==> src/rtl/block_assembler_if.sv <==
// Byte-stream / encryption-controller handshake bundle for block_assembler.
// master = byte source plus AES controller side, slave = the assembler itself.
interface block_assembler_if;
    logic [7:0]   byte_in;
    logic         byte_valid;
    logic         flush;
    logic         byte_ready;
    logic         enc_busy;
    logic         enable_encrypt;
    logic [127:0] block_out;
    logic         hold_valid;
    logic         pad_done;

    modport master (
        output byte_in, byte_valid, flush, enc_busy,
        input  byte_ready, enable_encrypt, block_out, hold_valid, pad_done
    );

    modport slave (
        input  byte_in, byte_valid, flush, enc_busy,
        output byte_ready, enable_encrypt, block_out, hold_valid, pad_done
    );
endinterface

==> src/rtl/block_assembler.sv <==
// Packs a byte stream into 128-bit AES blocks through a staging/holding double buffer.
// Define PKCS7_PAD_EN for PKCS#7 padding (and full-pad empty flush); default pads with 0x00.
module block_assembler #(
    parameter int unsigned BLOCK_BYTES = 16,
    parameter int unsigned CNT_W       = 5
) (
    input  logic            clk,
    input  logic            n_rst,
    block_assembler_if.slave bus
);

    localparam int unsigned BW = 8 * BLOCK_BYTES;
    localparam logic [CNT_W-1:0] FULL = CNT_W'(BLOCK_BYTES);

    typedef enum logic [1:0] {
        HIdle  = 2'd0,
        HIssue = 2'd1,
        HBusy  = 2'd2
    } h_state_e;

    h_state_e         state_q, state_d;
    logic [BW-1:0]    stage_q, stage_d;
    logic [CNT_W-1:0] stage_cnt_q, stage_cnt_d;
    logic             flush_mark_q, flush_mark_d;
    logic [BW-1:0]    block_out_q;
    logic             hold_valid_q;
    logic             pad_done_q;

    logic             free;
    logic             xfer;
    logic             byte_ready;
    logic             flush_act;
    logic [CNT_W-1:0] fill_cnt;
    logic [7:0]       pad_byte;

    // The hold is released on the edge where the controller drops busy; a full stage
    // may move into it on that same edge.
    assign free       = (state_q == HBusy) && !bus.enc_busy;
    assign xfer       = (stage_cnt_q == FULL) && (!hold_valid_q || free);
    assign byte_ready = (stage_cnt_q != FULL) && !xfer;

    always_comb begin
        stage_d      = stage_q;
        stage_cnt_d  = stage_cnt_q;
        flush_mark_d = flush_mark_q;
        fill_cnt     = stage_cnt_q;
        flush_act    = 1'b0;
        pad_byte     = 8'h00;
        if (xfer) begin
            stage_cnt_d  = '0;
            flush_mark_d = 1'b0;
        end else if (byte_ready) begin
            if (bus.byte_valid) begin
                for (int i = 0; i < BLOCK_BYTES; i++) begin
                    if (CNT_W'(i) == stage_cnt_q) stage_d[BW-1-8*i -: 8] = bus.byte_in;
                end
                fill_cnt = stage_cnt_q + CNT_W'(1);
            end
`ifdef PKCS7_PAD_EN
            flush_act = bus.flush;
            pad_byte  = 8'(FULL - fill_cnt);
`else
            // An empty flush carries no data and is dropped.
            flush_act = bus.flush && (fill_cnt != '0);
            pad_byte  = 8'h00;
`endif
            if (flush_act) begin
                for (int i = 0; i < BLOCK_BYTES; i++) begin
                    if (CNT_W'(i) >= fill_cnt) stage_d[BW-1-8*i -: 8] = pad_byte;
                end
                fill_cnt     = FULL;
                flush_mark_d = 1'b1;
            end
            stage_cnt_d = fill_cnt;
        end
    end

    always_ff @(posedge clk or negedge n_rst) begin
        if (!n_rst) begin
            stage_q      <= '0;
            stage_cnt_q  <= '0;
            flush_mark_q <= 1'b0;
        end else begin
            stage_q      <= stage_d;
            stage_cnt_q  <= stage_cnt_d;
            flush_mark_q <= flush_mark_d;
        end
    end

    always_ff @(posedge clk or negedge n_rst) begin
        if (!n_rst) begin
            block_out_q  <= '0;
            hold_valid_q <= 1'b0;
            pad_done_q   <= 1'b0;
        end else if (xfer) begin
            block_out_q  <= stage_q;
            hold_valid_q <= 1'b1;
            pad_done_q   <= flush_mark_q;
        end else if (free) begin
            hold_valid_q <= 1'b0;
            pad_done_q   <= 1'b0;
        end
    end

    // Hold FSM: state register
    always_ff @(posedge clk or negedge n_rst) begin
        if (!n_rst) state_q <= HIdle;
        else        state_q <= state_d;
    end

    // Hold FSM: next state
    always_comb begin
        state_d = state_q;
        case (state_q)
            HIdle:   if (xfer) state_d = HIssue;
            HIssue:  if (!bus.enc_busy) state_d = HBusy;
            HBusy:   if (!bus.enc_busy) state_d = xfer ? HIssue : HIdle;
            default: state_d = HIdle;
        endcase
    end

    // Hold FSM: outputs
    always_comb begin
        bus.enable_encrypt = (state_q == HIssue) && !bus.enc_busy;
    end

    assign bus.byte_ready = byte_ready;
    assign bus.block_out  = block_out_q;
    assign bus.hold_valid = hold_valid_q;
    assign bus.pad_done   = pad_done_q;

endmodule

==> src/flat_wrapper.sv <==
// flat-port wrapper written by rule: the top's interface ports become plain ports
module block_assembler_flat 
#(
    parameter int unsigned BLOCK_BYTES = 16,
    parameter int unsigned CNT_W       = 5
)
  (clk, n_rst, bus_byte_in, bus_byte_valid, bus_flush, bus_enc_busy, bus_byte_ready, bus_enable_encrypt, bus_block_out, bus_hold_valid, bus_pad_done);
  block_assembler_if bus_i ();
  input  logic clk;
  input  logic n_rst;
  input wire logic [$bits(bus_i.byte_in)-1:0] bus_byte_in;
  input wire logic [$bits(bus_i.byte_valid)-1:0] bus_byte_valid;
  input wire logic [$bits(bus_i.flush)-1:0] bus_flush;
  input wire logic [$bits(bus_i.enc_busy)-1:0] bus_enc_busy;
  output wire logic [$bits(bus_i.byte_ready)-1:0] bus_byte_ready;
  output wire logic [$bits(bus_i.enable_encrypt)-1:0] bus_enable_encrypt;
  output wire logic [$bits(bus_i.block_out)-1:0] bus_block_out;
  output wire logic [$bits(bus_i.hold_valid)-1:0] bus_hold_valid;
  output wire logic [$bits(bus_i.pad_done)-1:0] bus_pad_done;
  assign bus_i.byte_in = bus_byte_in;
  assign bus_i.byte_valid = bus_byte_valid;
  assign bus_i.flush = bus_flush;
  assign bus_i.enc_busy = bus_enc_busy;
  assign bus_byte_ready = bus_i.byte_ready;
  assign bus_enable_encrypt = bus_i.enable_encrypt;
  assign bus_block_out = bus_i.block_out;
  assign bus_hold_valid = bus_i.hold_valid;
  assign bus_pad_done = bus_i.pad_done;
  block_assembler #(.BLOCK_BYTES(BLOCK_BYTES), .CNT_W(CNT_W)) u_core (.clk(clk), .n_rst(n_rst), .bus(bus_i));
endmodule
==> config.mk <==
export PLATFORM = sky130hd
export DESIGN_NAME = block_assembler_flat
export DESIGN_NICKNAME = d
export VERILOG_FILES = /design/src/rtl/block_assembler_if.sv /design/src/rtl/block_assembler.sv /design/src/flat_wrapper.sv
export SDC_FILE = /design/constraint.sdc
export NUM_CORES = 1
export LEC_CHECK = 0
export ABC_CLOCK_PERIOD_IN_PS = 2910
export BUFFER_PORTS_ARGS = -buffer_cell sky130_fd_sc_hd__buf_4
export CELL_PAD_IN_SITES_DETAIL_PLACEMENT = 1
export CELL_PAD_IN_SITES_GLOBAL_PLACEMENT = 1
export CORE_MARGIN = 2
export CORE_UTILIZATION = 47
export DETAILED_ROUTE_END_ITERATION = 8
export PLACE_DENSITY_LB_ADDON = 0.1
export SKIP_LAST_GASP = 1
export SLEW_MARGIN = 20
export SYNTH_ARGS = -nofsm -noshare
export SYNTH_HDL_FRONTEND = slang
export SYNTH_SLANG_ARGS = --single-unit
==> constraint.sdc <==
create_clock -name clk -period 2.91 [get_ports clk]
set_clock_uncertainty 0.05 [all_clocks]
set_input_delay 0.1455 -clock clk [delete_from_list [all_inputs] [get_ports clk]]
set_output_delay 0.1455 -clock clk [all_outputs]
set_load 0.05 [all_outputs]
==> run metrics, run 1 <==
crit path DAT=2980 ps; final-report hold violation count=0; crit-path max FO=24; vias in the first global route=7367; RSZ-0062 raised after global routing=no; Sink Count=266; Pwr per Cell Area=753.7 mW/mm^2; chip height=157.2 um; critical path startpoint category=flip-flop; Layout Nets=981; Tmin final=2683 ps; cts bufs inserted=29; synth unique cells=54; Starting Density=47.43%; Synth-to-Final Area Change=22.49%; Top FF cell, synth=dfrtp_1; hold_buf cts=4; maximum clock frequency=0.3727 GHz; core area=0.02326 mm^2; Final Cycle Share=92.20%; clock root buffer=clkbuf_16; Routed met1 length=12460 um; global placement routability congestion=0.8290; area leader, netlist=dfrtp_1; drt drc=0; Synth Area in Compound Gates=6.385%; CTS tree=yes; maximum VDD drop=516.5 uV; Setup CP Type=reg -> reg; Post-DRT Antenna Nets=0; Syn. warnings=0; Post-Synth XOR/XNOR Area=0.4876%; post-layout util=58.09%; Finished Cell Area=0.01351 mm^2; simple-gate share of the synthesized area=5.976%; Crit. End Element=flip-flop; metal2 WL=13600 um; total power=0.01019 W; Die W=157.2 um; postcts setup bufs=0; top cells by area, synth=dfrtp_1 60%, mux2_2 14%, mux2i_1 9.7%; total global routing track utilization=22.51%; Synth top area share=60.33%; syn avg cell area=13.67 um^2; max incr delay on CP=870 ps; DR vias=7050; R2R depth=6; total nets after synthesis=825; Placed Area=0.01251 mm^2; setup slack after layout=227.0 ps; pre-CTS worst setup slack=-9.806 ps; Antenna Diode Count=0; cell area after synthesis=0.01103 mm^2; family with the most delay on the worst path=compound AO/OA/AOI/OAI gates; mux share of post-synthesis cell area=23.71%; DRT iter0 DRCs=311; CP Cell Sequence=ha_1 -> buf_4 -> xnor2_1 -> a41o_1 -> a21oi_2 -> a21oi_1; hold path cells=3; global-route wire length before repair=43370 um; Worst-path clk slew=60 ps; main combinational cell family by area after synthesis=multiplexers; initial antenna violation count=0; post_cts resized=0; die area=0.02472 mm^2; post-detail-place hpwl=18240 um; flip-flop and latch count after synthesis=266; vias per cell=5.411; LEAKAGE=6.719 nW; met3 WL post-DR=973 um; CP required=3210 ps; Highest Signal Layer=met4; Worst Hold Class=in -> reg; Clk Latency, worst-skew pair=540 ps; Levels on crit path=6; layout cell share with drive strength beyond 1=37.91%; worst slew pin tran=1114 ps; CTS H-tree lvls=1; critical path's slowest cell=a21oi_2; worst hold margin=19.63 ps; Rows=56; Adder-Cell Fraction of Synth Area=0.5670%; CTS Buffer Depth=3; number of flops mapped to enable cells by yosys=0; Max-slew headroom=25.73%; Max-Cap Viols=0; DR WL/cell=21.05 um; max-slew violations=0; Mapped Cells=807; grt total ovfl=0; status=complete, no violations; Buf/Inv on CP=1; Routed WL=27430 um; Final setup viols=0; Initial DRT Pass Iterations=4; sequential area share after synthesis=60.33%; pin count of the biggest net entering global routing=85; asr flop ratio synth=100.0%; Buffers on Ports=144; io pins=145
==> cell type report <==
cell class / instances / area [um^2]
fillers: 2270 / 9748
multi-input cells: 486 / 4111
clock buffers: 46 / 839.6
inverters: 7 / 26.28
repair buffers: 173 / 1366
clock inverters: 6 / 115.1
flip-flops and latches: 266 / 6656
well taps: 319 / 399.1
==> worst register-to-register path: stages (launching register included) <==
cell and delay (ps):
dfrtp_1 450, ha_1 220, buf_4 170, xnor2_1 180, a41o_1 390, a21oi_2 870, a21oi_1 180
==> cell usage after synthesis, types with 2 or more instances <==
master / number
a211oi_1: 14
a211oi_2: 2
a21oi_1: 65
a21oi_2: 2
a221oi_1: 9
and2_1: 2
and3_1: 3
buf_2: 16
buf_4: 14
clkbuf_1: 16
dfrtp_1: 266
ha_1: 5
inv_1: 6
mux2_2: 136
mux2i_1: 107
nand2_1: 13
nand2b_1: 3
nand3_1: 6
nand3b_1: 5
nor2_1: 64
nor2_2: 9
nor3_1: 3
nor3b_1: 2
nor4_4: 4
o21ai_0: 2
o22ai_1: 3
o2bb2ai_1: 2
xnor2_1: 2
==> cells in the final DEF (no fill, tap or decap), types with 6 or more instances in the layout <==
| master | n |
|---|---|
| a211oi_1 | 14 |
| a21oi_1 | 65 |
| a221oi_1 | 9 |
| buf_4 | 164 |
| clkbuf_1 | 12 |
| clkbuf_16 | 29 |
| dfrtp_1 | 266 |
| inv_1 | 6 |
| mux2_2 | 136 |
| mux2i_1 | 107 |
| nand2_1 | 13 |
| nand3_1 | 6 |
| nor2_1 | 63 |
| nor2_2 | 9 |
==> registers in the layout, summed over array words and instances (netlist names) <==
signal / cells
u_core.stage_q: 128
u_core.flush_mark_q: 1
u_core.state_q: 2
u_core.bus.hold_valid: 1
u_core.bus.block_out: 128
u_core.bus.pad_done: 1
u_core.stage_cnt_q: 5
==> per-layer routing <==
layer,up-vias,GRT usage [%]
li1,3194,-
met1,3672,31.93
met2,148,37.31
met3,36,2.891
met4,0,4.978
met5,-,0
==> power breakdown <==
| part | internal, W | leakage [nW] | total, W | switching, W |
|---|---|---|---|---|
| combinational | 0.000812 | 2.58 | 0.00232 | 0.00151 |
| clock | 0.00224 | 0.464 | 0.00366 | 0.00142 |
| sequential | 0.00401 | 3.67 | 0.00421 | 0.000195 |
| total | 0.00706 | 6.72 | 0.0102 | 0.00313 |
==> kinds of logic (layout without fill, tap and decap cells) <==
kind of cell             Yosys count  count (layout)
flip-flops                       266             266
AO/OA/AOI/OAI                    111             111
multiplexers                     244             244
XOR/XNOR                           4               4
AND/OR/NAND/NOR                  122             122
buffers and inverters             55             232
adder cells (fa/ha/maj)            5               5
==> final timing paths <==
kind / from / end / slack, ps
setup / recovery: u_core.stage_cnt_q[1]$_DFFE_PN0P_ / u_core.stage_q[31]$_DFFE_PN0P_ / 230
hold / removal: bus_byte_in[1] / u_core.stage_q[9]$_DFFE_PN0P_ / 20
setup reg to reg: u_core.stage_cnt_q[1]$_DFFE_PN0P_ / u_core.stage_q[31]$_DFFE_PN0P_ / 230
hold reg to reg: u_core.bus.block_out[112]$_DFFE_PN0N_ / u_core.bus.block_out[112]$_DFFE_PN0N_ / 460
max in group asynchronous: n_rst / u_core.stage_q[93]$_DFFE_PN0P_ / 1730
min in group asynchronous: n_rst / u_core.bus.block_out[66]$_DFFE_PN0N_ / 90
==> per-stage QoR <==
step | instances | TNS [ps]
final | 1303 | 0
after global routing | 1303 | 0
after CTS | 1303 | 0
after detailed placement | 1247 | -9.806
after global placement | 1247 | 0
after floorplan | 807 | 0
Power figures use the tool's default switching activity.
==> run 2: changes to the inputs <==
--- a/config.mk
+++ b/config.mk
@@ -12,7 +12,8 @@
 export CORE_MARGIN = 2
 export CORE_UTILIZATION = 47
 export DETAILED_ROUTE_END_ITERATION = 8
-export PLACE_DENSITY_LB_ADDON = 0.1
+export PLACE_DENSITY = 0.86
+export SKIP_CTS_REPAIR_TIMING = 1
 export SKIP_LAST_GASP = 1
 export SLEW_MARGIN = 20
 export SYNTH_ARGS = -nofsm -noshare
==> run 2 against run 1 <==
  * The flow now finishes with violations (negative hold slack)
  * Combinational power about the same
  * Global-route usage rose by 1.4 points
  * Via count is 2.0% higher
  * Maximum frequency rose by 5.7%
  * Final area rose by 0.44%
  * Utilization up 0.25 points
  * First-iteration DRC count up 14%
  * Cell count up 0.23%
==> run metrics, run 2 (synthesized netlist as in run 1, its figures left out) <==
status=complete, but fails checks; failing checks=negative hold slack; CTS H-tree lvls=1; pin count of the biggest net entering global routing=95; commonest cells after routing, fill and taps aside=266 x dfrtp_1, 170 x buf_4, 136 x mux2_2; Crit. End Element=flip-flop; final-report hold violation count=1; vias in the first global route=7756; Max-slew headroom=48.41%; Critical R2R Capture=u_core.stage_q[118]$_DFFE_PN0P_; global placement routability congestion=0.8731; Setup TNS=0 ps; Synth-to-Final Area Change=23.02%; critical path's slowest cell=nor4_4; Comb pwr share=22.8%; grt total ovfl=0; Die W=157.2 um; DR vias=7189; core area=0.02326 mm^2; global-route wire length before repair=45370 um; RSZ-0062 raised after global routing=no; Antenna Diode Count=0; crit path DAT=2870 ps; Int Power=0.007110 W; post-detail-place hpwl=18360 um; maximum clock frequency=0.3940 GHz; Pwr per Cell Area=759.6 mW/mm^2; Max-Cap Viols=0; clock root buffer=clkbuf_16; Worst Hold Class=in -> reg; R2R depth=9; worst slew pin tran=771.2 ps; Sink Count=266; leading cell type in the layout, fill and taps excluded=dfrtp_1; Initial DRT Pass Iterations=4; CTS Buffer Depth=3; chip height=157.2 um; Buffers on Ports=144; Layout Nets=985; maximum VDD drop=482.4 uV; LEAKAGE=6.758 nW; critical path startpoint category=flip-flop; Routed WL=28970 um; pre-CTS worst setup slack=33.27 ps; io pins=145; crit path launch=u_core.stage_cnt_q[1]$_DFFE_PN0P_; setup slack after layout=371.6 ps; max incr delay on CP=500 ps; hold path cells=3; clock power share=36.3%; CTS tree=yes; initial antenna violation count=0; Setup CP Type=reg -> reg; Tmin final=2538 ps; worst hold margin=-2.926 ps; DR WL/cell=22.18 um; register share of total power=40.8%; Clk Latency, worst-skew pair=560 ps; total global routing track utilization=23.87%; net switching power=0.003201 W; die area=0.02472 mm^2; worst hold start=bus_byte_in[1]; crit-path max FO=8; Final Cycle Share=87.23%; layout cell share with drive strength beyond 1=38.80%; CP Cell Sequence=ha_1 -> and3_1 -> ha_1 -> and2_1 -> buf_4 -> o211ai_2 -> buf_4 -> nor4_4 -> nor2_1; Switching Fraction=31.05%; vias per cell=5.505; CP required=3250 ps; Starting Density=47.43%; max-slew violations=0; Post-DRT Antenna Nets=0; register-to-register setup slack=370 ps; Hold Path Sink=u_core.stage_q[9]$_DFFE_PN0P_; cts bufs inserted=28; Critical R2R Launch=u_core.stage_cnt_q[1]$_DFFE_PN0P_; drt drc=0; Worst-path clk slew=70 ps; DRT iter0 DRCs=356; Rows=56; Final setup viols=0
[run 2: critical path, delay by kind of cell (launching register included)]
kind | cells | cell delay (ps)
compound gates | 1 | 110
fa+ha+maj | 2 | 500
buf+inv | 2 | 320
flops | 1 | 430
simple gates | 4 | 960
[run 2: final cells by class]
cell class                      count  area, um^2
Clock buffer                       43       857.1
Clock inverter                      7       123.9
Fill cell                        2310        9689
Inverter                            7       26.28
Multi-Input combinational cell    486        4119
Sequential cell                   266        6656
Tap cell                          319       399.1
Timing Repair Buffer              178        1391
[run 2: worst max-delay path by stage]
stage	endpoint	slack, ps	cells after the start
6_report	u_core.stage_q[118]$_DFFE_PN0P_	370	9
5_1_grt	u_core.stage_q[16]$_DFFE_PN0P_	250	8
4_1_cts	u_core.stage_q[43]$_DFFE_PN0P_	8	8
3_5_place_dp	u_core.stage_q[43]$_DFFE_PN0P_	30	8
3_3_place_gp	u_core.stage_q[43]$_DFFE_PN0P_	160	8
2_1_floorplan	u_core.stage_q[110]$_DFFE_PN0P_	290	9
[run 2: power by group through the flow]
stage                     sequential, W  clock [W]  combinational, W
after floorplan                 0.00464          0           0.00116
after global placement          0.00425          0           0.00227
after detailed placement        0.00428          0           0.00233
after CTS                       0.00422    0.00381           0.00235
after global routing            0.00425    0.00395           0.00249
final                           0.00421    0.00375           0.00235
[run 2: through the flow]
stage	total power [W]	util (%)	cells	area (um^2)
floorplan	0.005806	-	807	11030
global placement	0.006522	53.90	1252	12540
detailed placement	0.006607	53.90	1252	12540
CTS	0.01037	58.12	1302	13520
global route	0.01069	58.35	1306	13570
finish	0.01031	58.35	1306	13570
[run 2: metal layers]
layer / track usage, % / share of wire (%) / wire length (um) / vias to the layer above
li1: - / - / - / 3199
met1: 32.32 / 43 / 12510 / 3773
met2: 40.69 / 51 / 14770 / 170
met3: 2.533 / 3.1 / 912 / 47
met4: 7.489 / 2.7 / 788 / 0
met5: 0 / 0 / 0 / -
